## src/rtl/serial_to_parallel_pkg.sv

```systemverilog
`default_nettype none
// ============================================================================
//  Module   : serial_to_parallel_pkg
//  Purpose  : Shared 8x serial link definitions. These are the idle/comma
//             word, the word width and the receiver state encoding.
//  Revision : 1.0 - initial release
// ============================================================================
package serial_to_parallel_pkg;

    // Width of one link word
    localparam int WORD_WIDTH = 8;

    // Idle/comma word, also emitted by the link serializer
    localparam logic [WORD_WIDTH-1:0] IDLE_WORD = 8'hBC;

    // Receiver alignment state
    typedef enum logic [1:0] {
        SEARCH = 2'd0,
        ALIGN  = 2'd1,
        ACTIVE = 2'd2
    } rx_state_t;

endpackage
`default_nettype wire

```

## src/rtl/serial_to_parallel.sv

```systemverilog
`default_nettype none
// ============================================================================
//  Module   : serial_to_parallel
//  Purpose  : Deserializing receiver for the 8x serial link. It locks word
//             alignment onto the idle word and then presents each non-idle
//             byte on a registered bus with a valid flag.
//  Revision : 1.0 - initial release
// ============================================================================
module serial_to_parallel
    import serial_to_parallel_pkg::*;
#(
    parameter logic [7:0]  IDLE_WORD  = serial_to_parallel_pkg::IDLE_WORD,
    parameter int unsigned LOCK_COUNT = 4
) (
    input  logic       clk_8f,
    input  logic       reset,
    input  logic       data_in,
    output logic [7:0] data_out,
    output logic       valid_out,
    output logic       word_strobe,
    output logic       active
);

    localparam logic [3:0] c_lock_count = 4'(LOCK_COUNT);

    // Only the 7 most recent bits are stored. The 8th bit of every
    // candidate word is the bit currently on data_in.
    rx_state_t              r_state;
    logic [WORD_WIDTH-2:0]  r_sr;
    logic [2:0]             r_cnt;
    logic [3:0]             r_idle_cnt;

    logic [WORD_WIDTH-1:0]  w_sr_next;
    logic                   w_is_idle;
    logic                   w_boundary;
    rx_state_t              w_state_next;
    logic [2:0]             w_cnt_next;
    logic [3:0]             w_idle_cnt_next;
    logic [3:0]             w_idle_cnt_inc;
    logic [7:0]             w_data_next;
    logic                   w_valid_next;
    logic                   w_strobe_next;

    // Next-state decode for the shifter, bit counter, lock FSM and output bus
    always_comb begin
        w_sr_next       = {r_sr, data_in};
        w_is_idle       = (w_sr_next == IDLE_WORD);
        w_boundary      = (r_state != SEARCH) && (r_cnt == 3'd7);
        w_idle_cnt_inc  = r_idle_cnt + 4'd1;

        w_state_next    = r_state;
        w_cnt_next      = r_cnt + 3'd1;
        w_idle_cnt_next = r_idle_cnt;
        w_data_next     = data_out;
        w_valid_next    = valid_out;
        w_strobe_next   = 1'b0;

        case (r_state)
            SEARCH: begin
                // Counter parks until a candidate idle word sets the phase
                w_cnt_next = r_cnt;
                if (w_is_idle) begin
                    w_cnt_next      = 3'd0;
                    w_idle_cnt_next = 4'd1;
                    w_state_next    = (c_lock_count == 4'd1) ? ACTIVE : ALIGN;
                end
            end

            ALIGN: begin
                if (w_boundary) begin
                    if (w_is_idle) begin
                        w_idle_cnt_next = (r_idle_cnt >= c_lock_count) ?
                                          c_lock_count : w_idle_cnt_inc;
                        if (w_idle_cnt_inc >= c_lock_count) begin
                            w_state_next = ACTIVE;
                        end
                    end else begin
                        // Wrong phase guess: drop back and hunt again from
                        // the next bit. This word is not re-checked.
                        w_state_next    = SEARCH;
                        w_idle_cnt_next = 4'd0;
                    end
                end
            end

            ACTIVE: begin
                // Once locked, the receiver stays locked until reset
                if (w_boundary) begin
                    w_strobe_next = 1'b1;
                    if (w_is_idle) begin
                        w_valid_next = 1'b0;
                    end else begin
                        w_data_next  = w_sr_next;
                        w_valid_next = 1'b1;
                    end
                end
            end

            default: begin
                w_state_next    = SEARCH;
                w_cnt_next      = 3'd0;
                w_idle_cnt_next = 4'd0;
            end
        endcase
    end

    // State register for shifter, counter, FSM and all registered outputs
    always_ff @(posedge clk_8f) begin
        if (!reset) begin
            r_state     <= SEARCH;
            r_sr        <= '0;
            r_cnt       <= 3'd0;
            r_idle_cnt  <= 4'd0;
            data_out    <= 8'h00;
            valid_out   <= 1'b0;
            word_strobe <= 1'b0;
            active      <= 1'b0;
        end else begin
            r_state     <= w_state_next;
            r_sr        <= w_sr_next[WORD_WIDTH-2:0];
            r_cnt       <= w_cnt_next;
            r_idle_cnt  <= w_idle_cnt_next;
            data_out    <= w_data_next;
            valid_out   <= w_valid_next;
            word_strobe <= w_strobe_next;
            active      <= (w_state_next == ACTIVE);
        end
    end

endmodule
`default_nettype wire

```

## config.mk

```make
export PLATFORM = sky130hd
export DESIGN_NAME = serial_to_parallel
export DESIGN_NICKNAME = d
export VERILOG_FILES = /design/src/rtl/serial_to_parallel_pkg.sv /design/src/rtl/serial_to_parallel.sv
export SDC_FILE = /design/constraint.sdc
export NUM_CORES = 1
export LEC_CHECK = 0
export CAP_MARGIN = 20
export CORE_MARGIN = 5
export CORE_UTILIZATION = 29
export CTS_CLUSTER_SIZE = 16
export DETAILED_ROUTE_END_ITERATION = 7
export HOLD_SLACK_MARGIN = 0.15
export SETUP_SLACK_MARGIN = 0.5
export SLEW_MARGIN = 20
export SYNTH_ARGS = -nofsm -noshare
export SYNTH_HDL_FRONTEND = slang
export SYNTH_SLANG_ARGS = --single-unit
```

## constraint.sdc

```tcl
create_clock -name clk_8f -period 2.2 [get_ports clk_8f]
set_input_delay 0.55 -clock clk_8f [delete_from_list [all_inputs] [get_ports clk_8f]]
set_output_delay 0.55 -clock clk_8f [all_outputs]
set_load 0.03 [all_outputs]
```

==> qor.yml, run 1 <==
sta:
  final_max_slew_viol_count: 0
  setup_viol: 0
  setup_tns_ns: 0
  hold_violations: 0
  finalCriticalPeriod_ns: 1.798
  relSlewSlack: 0.6979
  rsz0062_at_grt: "true"
  skew_ns: 0.004005
  finalCritPeriodShare: 0.8173
  tightest_slew_ns: 0.4527
  max_freq_mhz: 556.1
place:
  gp_congestion: 0.7999
  hpwl_um: 1788
  post_dp_cell_area_sq_um: 1439
  portBuffers: 13
min_path:
  holdPathStages: 2
  worstHoldStart: "valid_out"
  hold_end: "valid_out"
  min_path_type: "reg -> reg"
worst_setup_path:
  cpMostUsedCell: "buf_6"
  r2r_end: "data_out[5]"
  r2r_cells: 6
  cp-start-kind: "primary input"
  crit_path_max_incr_delay_ns: 0.59
  ff2ff_setup_slack_ns: 0.46
  endpoint_kind: "flop"
  r2r-start: "r_sr[5]"
  cp_data_arrival_time_ns: 1.94
  required_ns: 2.34
  cp_max_fo: 6
  worstPathCellList: "buf_6 -> or4b_4 -> o211ai_4 -> buf_6 -> buf_12 -> mux2i_1 -> nor2_1"
  crit_path_top_delay_cell: "or4b_4"
  critPathKind: "in -> reg"
global_routing:
  grt_max_degree: 15
  grt_first_pass_wirelength_um: 4395
  grt_usage: 0.1010
  antenna_found_initial: 0
  grt_pass1_vias: 993
  gr-total-overflow: 0
clock_network:
  root_buffer: "clkbuf_8"
  clockBufferDepth: 2
  clkSlewWorstSetupHoldPaths_ns: 0.09
  clock-sinks: 27
  cts-buffers-inserted: 3
  clk_latency_ns: 0.27
  cts_tree: "done"
  h-tree-depth: 1
finish:
  area_growth_pct: 33.23
  finalNetCount: 160
  layout-drive-gt1-share: 0.2365
  final_area_sq_um: 1605
  antenna_cells: 0
  regArea_sq_um: 550.5
  multiInputGateArea_sq_um: 665.6
  fillerInstances: 401
synthesis:
  async_flop_share: 0
  ys_seq_area_frac: 0.4486
  synth_flop_cell: "dfxtp_1"
  ys_types: 34
  synth.cell_area_sq_um: 1205
  ys_seq_elements: 27
  syn_area_per_cell_sq_um: 9.796
  yosysWarnings: 0
  syn-num-nets: 134
  netlist_instances: 123
  synth_edf_count: 0
floorplan:
  initial_core_util: 0.2991
  coreArea_sq_um: 4029
  num_io_pins: 14
  die_y_um: 74.46
  num_rows: 23
  fp.dieW_um: 74.46
  dieArea_sq_um: 5544
routing:
  drc: 0
  first_pass_iters: 4
  wirelength_um: 2570
  viasPerCell: 4.843
  vias: 959
  ant_nets: 0
  post_drt_wl_per_cell_um: 12.98
  drtIter0Drc: 30
run_status:
  status: "finished clean"
power:
  ir_worst_vdd_v: 0.0003057
  p_leak_nw: 0.6929
  p_per_area_nw_per_um2: 489.3
job:
  drv_cap: 0
worst max path at each step:
stage | start | end | cells after the start
floorplan | data_in | data_out[1] | 5
global placement | data_in | active | 5
detailed placement | data_in | active | 5
CTS | data_in | data_out[6] | 7
global route | data_in | data_out[7] | 7
finish | data_in | data_out[5] | 7
placed cells by master (no fill, tap or decap), drive strengths merged, types with 2 or more instances in the layout:
master	instances
ha	8
buf	14
mux2i	9
clkbuf	4
nand3	5
inv	6
nor2	15
dlygate4sd2	11
nand2	6
and2	9
nand4	2
a21oi	6
o21ai	3
dfxtp	27
nor2b	3
power breakdown:
group          switching, mW  total (mW)  internal, mW
Combinational         0.0100      0.0189       0.00885
Sequential           0.00214       0.491         0.489
Clock                  0.146       0.276         0.130
layout make-up:
class,instances,area share
clock buffer,4,0.02806
multi-input combinational,85,0.4147
sequential,27,0.3429
timing repair buffer,26,0.1613
inverter,6,0.01403
tap,50,0.03897
Yosys cell counts (all sizes together), types with 2 or more instances:
cell,number,area (sq um)
mux2i,9,90.09
dfxtp,27,540.5
nand2,6,22.52
inv,6,22.52
nor2,15,56.30
nor2b,3,18.77
o21ai,3,15.01
clkbuf,4,15.01
a21oi,6,30.03
nand3,5,25.02
and2,9,57.56
ha,8,100.1
nand4,2,12.51
what timing repair did:
item | 4_1_cts | 5_1_grt
pin swaps | 7 | 4
setup endpoints to repair | 30 | 14
gates cloned | 1 | 0
buffers inserted | 1 | 5
hold buffers | 0 | 0
resized for setup | 19 | 16
cell families (layout without fill, tap and decap cells):
kind of cell | Yosys count | in the layout | share of synthesized area
adders and majority gates | 8 | 8 | 0.08308
muxes | 9 | 9 | 0.07477
buffers and inverters | 11 | 36 | 0.04049
DFF | 27 | 27 | 0.4486
and+or+nand+nor | 46 | 46 | 0.2046
AOI/OAI and AO/OA | 22 | 22 | 0.1485
worst max-delay path: cells and delay by family:
kind                   cells  cell delay (ns)
and+or+nand+nor            2             0.65
buffers and inverters      3             0.32
AOI/OAI and AO/OA          1             0.24
muxes                      1             0.18
through the flow:
| stage | hold slack (ns) | util | setup slack, ns | std cells | power (mW) |
|---|---|---|---|---|---|
| after floorplan | 0.4472 | - | 0.3216 | 123 | 0.5116 |
| after global placement | 0.4475 | 0.3571 | -0.08594 | 187 | 0.5220 |
| after detailed placement | 0.4521 | 0.3571 | -0.1088 | 187 | 0.5220 |
| after CTS | 0.4665 | 0.3761 | 0.4047 | 193 | 0.7990 |
| after global routing | 0.4966 | 0.3984 | 0.3478 | 198 | 0.8240 |
| final | 0.4628 | 0.3984 | 0.4019 | 198 | 0.7854 |
flip-flops by register name (all words and copies together) (netlist names):
signal	cells
word_strobe	1
r_idle_cnt	4
r_state	2
r_cnt	3
data_out	8
r_sr	7
active	1
valid_out	1
routing by layer:
| metal | track usage | vias up | part of all wire |
|---|---|---|---|
| met5 | 0 | - | 0 |
| met4 | 0.05138 | 0 | 0.015 |
| met3 | 0.01757 | 4 | 0.025 |
| met2 | 0.1659 | 22 | 0.47 |
| met1 | 0.1264 | 454 | 0.49 |
| li1 | - | 479 | - |
No activity file was read; power rests on OpenSTA's default activity.
==> run 2: changes to the inputs <==
==> constraint.sdc (replaced) <==
create_clock -name clk_8f -period 1.5 [get_ports clk_8f]
set_input_delay 0.375 -clock clk_8f [delete_from_list [all_inputs] [get_ports clk_8f]]
set_output_delay 0.375 -clock clk_8f [all_outputs]
set_load 0.03 [all_outputs]
==> run 2 against run 1 <==
Against the previous run:
- the flow now finishes with violations (setup timing)
- via count grew 5.5%
- clock power grew 59%
- worst setup slack lost 0.61 ns
- largest cell class unchanged
==> qor.yml, run 2 (synthesized netlist as in run 1, its figures left out) <==
clock_network:
  cts-buffers-inserted: 3
  cts_tree: "done"
  clockBufferDepth: 2
  clkSlewWorstSetupHoldPaths_ns: 0.10
  clk_latency_ns: 0.27
  h-tree-depth: 1
  hold_buffers: 0
  clock-sinks: 27
  root_buffer: "clkbuf_8"
power:
  p_leak_nw: 0.7511
  ir_worst_vdd_v: 0.0006610
  p_per_area_nw_per_um2: 692.8
worst_setup_path:
  r2r_end: "r_state[0]"
  cp-start-kind: "flop"
  critPathKind: "reg -> reg"
  ff2ff_setup_slack_ns: -0.21
  cp_max_fo: 5
  endpoint_kind: "flop"
  required_ns: 1.72
  cp_data_arrival_time_ns: 1.93
  r2r_cells: 4
  crit_path_max_incr_delay_ns: 0.61
  worstPathCellList: "or4b_4 -> or2_4 -> a221oi_2 -> and2_1"
  crit_path_top_delay_cell: "or4b_4"
  r2r-start: "r_sr[0]"
finish:
  largest_register_ffs: 8
  top_regs: "data_out (8), r_sr (7), r_idle_cnt (4)"
  area_growth_pct: 42.78
  antenna_cells: 0
  regMostFlops: "data_out"
  fillerInstances: 405
  fin_util: 0.4270
  multiInputGateArea_sq_um: 679.4
  layout_common_cells: "buf_4 (23), dfxtp_2 (16), nor2_1 (13), buf_6 (12), dfxtp_1 (11)"
  layout-drive-gt1-share: 0.4688
  finalNetCount: 172
  regArea_sq_um: 560.5
  final_common_cell: "buf_4"
sta:
  skew_ns: 0.001859
  fin_hold_ws_ns: 0.4638
  hold_violations: 0
  setup_viol: 18
  tightest_slew_ns: 0.3229
  rsz0062_at_grt: "true"
  fin_ws_ns: -0.2065
  relSlewSlack: 0.7813
  finalCriticalPeriod_ns: 1.707
  max_freq_mhz: 586.0
  final_max_slew_viol_count: 0
  finalCritPeriodShare: 1.138
min_path:
  worstHoldStart: "valid_out"
  min_path_type: "reg -> reg"
  hold_end: "valid_out"
  holdPathStages: 2
routing:
  post_drt_wl_per_cell_um: 12.75
  vias: 1012
  drtIter0Drc: 52
  viasPerCell: 4.819
  wirelength_um: 2678
  drc: 0
  first_pass_iters: 4
  ant_nets: 0
global_routing:
  gr-total-overflow: 0
  grt_usage: 0.1092
  grt_pass1_vias: 1026
  grt_max_degree: 18
  grt_first_pass_wirelength_um: 4698
  antenna_found_initial: 0
floorplan:
  num_io_pins: 14
  fp.dieW_um: 74.46
  num_rows: 23
  die_y_um: 74.46
  coreArea_sq_um: 4029
  initial_core_util: 0.2991
  dieArea_sq_um: 5544
place:
  gp_congestion: 0.8122
  portBuffers: 13
  hpwl_um: 1940
job:
  drv_cap: 0
run_status:
  status: "complete, but fails checks"
  violations: "setup timing"
==> run 2: changes by cell type in the layout (fill, tap and decap cells not counted), moves of 8 or more <==
cell and delta:
buf_4 +15, buf_6 +8, dfxtp_1 -12, dfxtp_2 +14, dlygate4sd2_1 -9
==> run 2: per-layer routing <==
layer,GRT usage,share of wire
met3,0.03784,0.044
met4,0.01779,0.0041
met5,0,0
met2,0.1980,0.51
met1,0.1255,0.44
==> run 2: critical path: cells and delay by family (launching register included) <==
kind,cells,cell delay [ns]
compound gates,1,0.27
flops,1,0.33
simple gates,3,1.05
==> run 2: area by class of cell <==
cell class	instances	share of cell area
Clock buffer	3	0.02400
Clock inverter	1	0.005091
Inverter	6	0.01309
Multi-Input combinational cell	85	0.3949
Sequential cell	27	0.3258
Tap cell	50	0.03636
Timing Repair Buffer	38	0.2007
==> run 2: report_power, final <==
group | internal, mW | total [mW] | switching [mW]
registers | 0.720 | 0.723 | 0.00281
logic | 0.0144 | 0.0309 | 0.0165
clock network | 0.195 | 0.438 | 0.243
==> run 2: worst max-delay path by stage <==
stage | startpoint | end | slack [ns] | depth (start not counted)
5_1_grt | r_sr[0] | r_idle_cnt[1] | -0.28 | 4
6_report | r_sr[0] | r_state[0] | -0.21 | 4
4_1_cts | r_sr[5] | r_state[0] | -0.21 | 4
3_3_place_gp | data_in | active | -0.59 | 5
2_1_floorplan | data_in | data_out[1] | -0.20 | 5
3_5_place_dp | data_in | r_idle_cnt[1] | -0.62 | 5
==> run 2: stage by stage <==
step	setup WS (ns)	TNS [ns]	cells	cell area (sq um)	total power [mW]
global placement	-0.5919	-10.08	204	1574	0.7718
finish	-0.2065	-2.410	210	1720	1.192
CTS	-0.2115	-2.391	210	1704	1.212
detailed placement	-0.6209	-10.56	204	1574	0.7719
global route	-0.2766	-3.724	210	1720	1.250
floorplan	-0.2034	-2.415	123	1232	0.7502
==> run 2: what timing repair did <==
action,CTS,global route
cloned,0,0
setup endpoints to repair,38,31
pin swaps,8,6
setup buffers,2,0
resized for setup,100,7
